[config.mk]
export PLATFORM = sky130hd
export DESIGN_NAME = life_step_scheduler_flat
export DESIGN_NICKNAME = d
export VERILOG_FILES = /design/src/rtl/life_step_scheduler_if.sv /design/src/rtl/life_step_scheduler.sv /design/src/flat_wrapper.sv
export SDC_FILE = /design/constraint.sdc
export NUM_CORES = 1
export LEC_CHECK = 0
export CAP_MARGIN = 20
export CORE_MARGIN = 2
export CORE_UTILIZATION = 50
export CTS_CLUSTER_DIAMETER = 60
export DETAILED_ROUTE_END_ITERATION = 16
export PLACE_DENSITY = 0.71
export SLEW_MARGIN = 20
export SYNTH_ARGS = -nofsm -noshare
export SYNTH_HDL_FRONTEND = slang
export SYNTH_SLANG_ARGS = --single-unit
[constraint.sdc]
create_clock -name clk -period 5.55 [get_ports clk]
set_input_delay 1.11 -clock clk [delete_from_list [all_inputs] [get_ports clk]]
set_output_delay 1.11 -clock clk [all_outputs]
set_load 0.01 [all_outputs]
[src/rtl/life_step_scheduler_if.sv]
// Front-end/engine signal bundle for life_step_scheduler.
// The scheduler is the master: it consumes buttons, switches and acks, and drives the requests and status.
interface life_step_scheduler_if;
  logic [3:0]  switch;
  logic        btn_run;
  logic        btn_step;
  logic        btn_clear;
  logic        step_ack;
  logic        clear_ack;
  logic        step_req;
  logic        clear_req;
  logic [15:0] gen_count;
  logic [29:0] period;
  logic        led;

  modport master (
    input  switch, btn_run, btn_step, btn_clear, step_ack, clear_ack,
    output step_req, clear_req, gen_count, period, led
  );

  modport slave (
    output switch, btn_run, btn_step, btn_clear, step_ack, clear_ack,
    input  step_req, clear_req, gen_count, period, led
  );
endinterface

[src/rtl/life_step_scheduler.sv]
// Paces single-generation step requests and board clears for the life engine.
// Counts completed generations and tracks run/pause mode.
module life_step_scheduler #(
  parameter int unsigned BASE_DIV = 2
) (
  input  logic                  clk,
  input  logic                  rst,
  life_step_scheduler_if.master bus,
  output logic [1:0]            state_dbg
);

  typedef enum logic [1:0] {S_IDLE, S_WAIT, S_STEP, S_CLEAR} state_e;

  state_e      state_q, state_d;
  logic        led_q, led_d;
  logic [29:0] counter_q, counter_d;
  logic [29:0] period_q, period_d;
  logic [15:0] gen_count_q, gen_count_d;
  logic        clear_pending_q, clear_pending_d;
  logic        step_req_q, step_req_d;
  logic        clear_req_q, clear_req_d;
  logic [2:0]  btn_q, btn_d;
  logic        armed_q;

  logic        press_run, press_step, press_clear;
  logic [29:0] period_calc;

  // Buttons already high when reset releases must not count as presses, so edge
  // detection is held off for the first cycle while btn_q catches up.
  assign btn_d       = {bus.btn_clear, bus.btn_step, bus.btn_run};
  assign press_run   = armed_q & bus.btn_run   & ~btn_q[0];
  assign press_step  = armed_q & bus.btn_step  & ~btn_q[1];
  assign press_clear = armed_q & bus.btn_clear & ~btn_q[2];

  assign period_calc = 30'(BASE_DIV) << (4'd15 - bus.switch);

  // Handshake: a request is held high until its ack is sampled high on a rising
  // edge; the request drops on that same edge, and an ack seen while its request
  // is low is ignored.
  always_comb begin
    state_d         = state_q;
    led_d           = led_q;
    counter_d       = counter_q;
    period_d        = period_q;
    gen_count_d     = gen_count_q;
    clear_pending_d = clear_pending_q;

    case (state_q)
      S_IDLE: begin
        if (press_clear) begin
          state_d = S_CLEAR;
        end else if (press_run) begin
          state_d   = S_WAIT;
          led_d     = 1'b1;
          counter_d = '0;
          period_d  = period_calc;
        end else if (press_step) begin
          state_d = S_STEP;
        end
      end
      S_WAIT: begin
        counter_d = counter_q + 30'd1;
        if (press_clear) begin
          state_d = S_CLEAR;
        end else if (press_run) begin
          state_d = S_IDLE;
          led_d   = 1'b0;
        end else if (counter_q == period_q - 30'd1) begin
          state_d = S_STEP;
        end
      end
      S_STEP: begin
        if (press_clear) begin
          clear_pending_d = 1'b1;
        end else if (press_run) begin
          led_d = ~led_q;
        end
        if (bus.step_ack) begin
          gen_count_d = gen_count_q + 16'd1;
          if (clear_pending_d) begin
            state_d = S_CLEAR;
          end else if (led_d) begin
            state_d   = S_WAIT;
            counter_d = '0;
            period_d  = period_calc;
          end else begin
            state_d = S_IDLE;
          end
        end
      end
      S_CLEAR: begin
        if (press_run) begin
          led_d = ~led_q;
        end
        if (bus.clear_ack) begin
          gen_count_d     = '0;
          clear_pending_d = 1'b0;
          if (led_d) begin
            state_d   = S_WAIT;
            counter_d = '0;
            period_d  = period_calc;
          end else begin
            state_d = S_IDLE;
          end
        end
      end
      default: state_d = S_IDLE;
    endcase

    step_req_d  = (state_d == S_STEP);
    clear_req_d = (state_d == S_CLEAR);
  end

  always_ff @(posedge clk) begin
    if (rst) begin
      state_q         <= S_IDLE;
      led_q           <= 1'b0;
      counter_q       <= '0;
      period_q        <= '0;
      gen_count_q     <= '0;
      clear_pending_q <= 1'b0;
      step_req_q      <= 1'b0;
      clear_req_q     <= 1'b0;
      btn_q           <= '0;
      armed_q         <= 1'b0;
    end else begin
      state_q         <= state_d;
      led_q           <= led_d;
      counter_q       <= counter_d;
      period_q        <= period_d;
      gen_count_q     <= gen_count_d;
      clear_pending_q <= clear_pending_d;
      step_req_q      <= step_req_d;
      clear_req_q     <= clear_req_d;
      btn_q           <= btn_d;
      armed_q         <= 1'b1;
    end
  end

  assign bus.step_req  = step_req_q;
  assign bus.clear_req = clear_req_q;
  assign bus.gen_count = gen_count_q;
  assign bus.period    = period_q;
  assign bus.led       = led_q;
  assign state_dbg     = state_q;

endmodule
[src/flat_wrapper.sv]
// flat-port wrapper written by rule: the top's interface ports become plain ports
module life_step_scheduler_flat 
#(
  parameter int unsigned BASE_DIV = 2
)
  (clk, rst, state_dbg, bus_switch, bus_btn_run, bus_btn_step, bus_btn_clear, bus_step_ack, bus_clear_ack, bus_step_req, bus_clear_req, bus_gen_count, bus_period, bus_led);
  life_step_scheduler_if bus_i ();
  input  logic clk;
  input  logic rst;
  output logic [1:0] state_dbg;
  input wire logic [$bits(bus_i.switch)-1:0] bus_switch;
  input wire logic [$bits(bus_i.btn_run)-1:0] bus_btn_run;
  input wire logic [$bits(bus_i.btn_step)-1:0] bus_btn_step;
  input wire logic [$bits(bus_i.btn_clear)-1:0] bus_btn_clear;
  input wire logic [$bits(bus_i.step_ack)-1:0] bus_step_ack;
  input wire logic [$bits(bus_i.clear_ack)-1:0] bus_clear_ack;
  output wire logic [$bits(bus_i.step_req)-1:0] bus_step_req;
  output wire logic [$bits(bus_i.clear_req)-1:0] bus_clear_req;
  output wire logic [$bits(bus_i.gen_count)-1:0] bus_gen_count;
  output wire logic [$bits(bus_i.period)-1:0] bus_period;
  output wire logic [$bits(bus_i.led)-1:0] bus_led;
  assign bus_i.switch = bus_switch;
  assign bus_i.btn_run = bus_btn_run;
  assign bus_i.btn_step = bus_btn_step;
  assign bus_i.btn_clear = bus_btn_clear;
  assign bus_i.step_ack = bus_step_ack;
  assign bus_i.clear_ack = bus_clear_ack;
  assign bus_step_req = bus_i.step_req;
  assign bus_clear_req = bus_i.clear_req;
  assign bus_gen_count = bus_i.gen_count;
  assign bus_period = bus_i.period;
  assign bus_led = bus_i.led;
  life_step_scheduler #(.BASE_DIV(BASE_DIV)) u_core (.clk(clk), .rst(rst), .bus(bus_i), .state_dbg(state_dbg));
endmodule
==> impl_metrics.ini <==
[run_status]
status = finished, final reports clean

[clock_network]
cts_resized = 0
clock_path_buffers = 2
postCtsHoldBufs = 0
cts_made_buffers = 9
clock-sinks = 72
cts_tree = yes
clk_pin_slew_ns = 0.07
postCtsSetupBuffers = 0
clock_latency_ns = 0.35
root_buffer = clkbuf_8
htree_levels = 3

[power]
p_comb_share_pct = 13.7
power.share.clock_pct = 37.9
p_sw_share_pct = 27.3
seq_power_share_pct = 48.4
powerDensity_mw_per_mm2 = 235
internal-power_mw = 0.815
switchingPower_mw = 0.307
vdd_drop_max_mv = 0.146
p_total_mw = 1.12
p_leak_nw = 1.66

[worst_setup_path]
worstPathArrival_ns = 3.82
cp-start-kind = primary input
crit_path_end_kind = flip-flop
crit_required_ns = 5.74
criticalPathCategory = in -> reg
critical_path_peak_fanout = 30

[global_route]
antenna_found_initial = 0
grt_overflow = 0
grtUsageTotal_pct = 23.2
grt_start_max_net_pins = 31
grt_pass1_wl_um = 16500
grt_pass1_vias = 3506

[logic_synthesis]
synth_enable_flop_cells = 0
synth_cell_types = 60
synth.top_cell.area_share_pct = 35.1
synth_top_cells_by_count = 72 x dfxtp_1, 64 x nor2_1, 50 x nand2_1
ys_top_cells_by_area = dfxtp_1 35%, xnor2_1 6.6%, nor2_1 5.8%, xor2_1 5.8%, nand3_1 4.6%
postSynthCellCount = 521
yosysSeqAreaShare_pct = 35.1
synth.cell_area_mm2 = 0.00411
synth-main-ff-cell = dfxtp_1
synth.avg_cell_area_um2 = 7.88
synthArstFlopShare_pct = 0
synth_seq_cells = 72
synth_most_common_cell = dfxtp_1
yosysWarnings = 0
synth_area_leader_cell = dfxtp_1

[floorplanning]
die_h_um = 94.6
die_w_um = 94.6
core_area_mm2 = 0.00809
die_area_mm2 = 0.00896
row_count = 33
initial_core_util_pct = 50.8
pin_count = 62

[drt]
wl_per_cell_um = 14.7
ant_nets = 0
drt_iter0_drc = 270
drc = 0
first_pass_iters = 5
vias = 3807
detail_route.wirelength_um = 9770
drt-vias-per-instance = 5.73

[place]
gp_congestion = 0.868
hpwl_um = 6930
placed_area_mm2 = 0.00456
io_buffer_count = 47
dp_slack_ns = 1.53

[cells_and_area]
layout-drive-gt1-share_pct = 5.01
synthToLayoutAreaGrowth_pct = 16.0
final_util_pct = 58.9
fin_nets = 568
design_area_mm2 = 0.00477
diodes = 0

[timing]
worst_pin_slew_ns = 1.01
tns_ns = 0
maxSlewViolCount = 0
fmax_mhz = 275
rsz0062_at_grt = no
fin_crit_sh_pct = 65.5
relSlewSlack_pct = 32.5
period_needed_ns = 3.63
setup_viol = 0
finalHoldViolations = 0
worst_slack_ns = 1.92
skew_ns = 0.00564

[min_path]
hold_class = reg -> reg

[job]
cap_violations = 0
-- worst max-delay path: stages --
cell,delay (ns)
clkdlybuf4s50_1,0.52
nand3b_1,0.24
or3_1,0.46
a31oi_2,0.19
buf_4,0.25
nand2b_1,0.15
nand2_1,0.77
nor2_1,0.13
-- per-layer routing --
metal	track usage (%)	routed length, um
met1	29.3	4460
met2	38.9	4650
met3	3.99	455
met4	10.1	201
met5	0	0
-- layout by cell type (no fill, tap or decap), types with 6 or more instances in the layout --
cell,count
or4_1,7
nor4_1,14
nor3_1,14
and3_1,11
nand2_1,50
o21ai_0,15
mux2i_1,6
conb_1,14
inv_1,11
xnor2_1,31
xor2_1,27
nor2_1,64
clkdlybuf4s50_1,47
a21oi_1,18
nor2b_1,8
clkbuf_8,11
nand4_1,24
nand3_1,38
dfxtp_1,72
-- cell families (layout without fill, tap and decap cells) --
logic type,count (synthesis),in the layout,share of synthesized area [%]
AO/OA/AOI/OAI,67,67,10.3
other,1,14,0.0913
adder cells (fa/ha/maj),3,3,0.914
buffers and inverters,50,75,6.03
multiplexers,7,7,1.74
AND/OR/NAND/NOR,263,263,33.4
flip-flops,72,72,35.1
XOR/XNOR,58,58,12.4
-- path summary, 6_finish.rpt --
path | startpoint | to | slack (ns) | cells past startpoint
worst max-delay path | bus_btn_run | u_core.counter_q[7] | 1.92 | 8
worst min-delay path | u_core.counter_q[24] | u_core.counter_q[24] | 0.52 | 2
worst max register to register | u_core.bus.period[1] | u_core.bus.step_req | 2.75 | 9
worst min register to register | u_core.counter_q[24] | u_core.counter_q[24] | 0.52 | 2
-- flip-flops by register name, summed over array words and instances (netlist names) --
register	cells
u_core.counter_q	30
u_core.bus.step_req	1
u_core.bus.clear_req	1
u_core.state_dbg	2
u_core.armed_q	1
u_core.bus.led	1
u_core.bus.gen_count	16
u_core.clear_pending_q	1
u_core.btn_q	3
u_core.bus.period	16
-- layout make-up --
type | count | area [um^2]
fill | 766 | 3330
inverter | 11 | 41.3
timing repair buffer | 48 | 478
multi-input combinational | 412 | 2470
clock buffer | 11 | 151
tap | 105 | 131
sequential | 72 | 1440
clock inverter | 5 | 55.1
-- through the flow --
| step | std cells | hold slack [ns] |
|---|---|---|
| final | 664 | 0.516 |
| after detailed placement | 648 | 0.503 |
| after global routing | 664 | 0.548 |
| after CTS | 664 | 0.511 |
| after floorplan | 534 | 0.473 |
| after global placement | 648 | 0.487 |
-- power groups by stage --
stage	sequential [mW]	clock [mW]	combinational, mW
5_1_grt	0.545	0.454	0.170
3_5_place_dp	0.555	0	0.151
2_1_floorplan	0.548	0	0.119
3_3_place_gp	0.554	0	0.148
6_report	0.543	0.425	0.154
4_1_cts	0.543	0.434	0.152
Power figures use the tool's default switching activity.
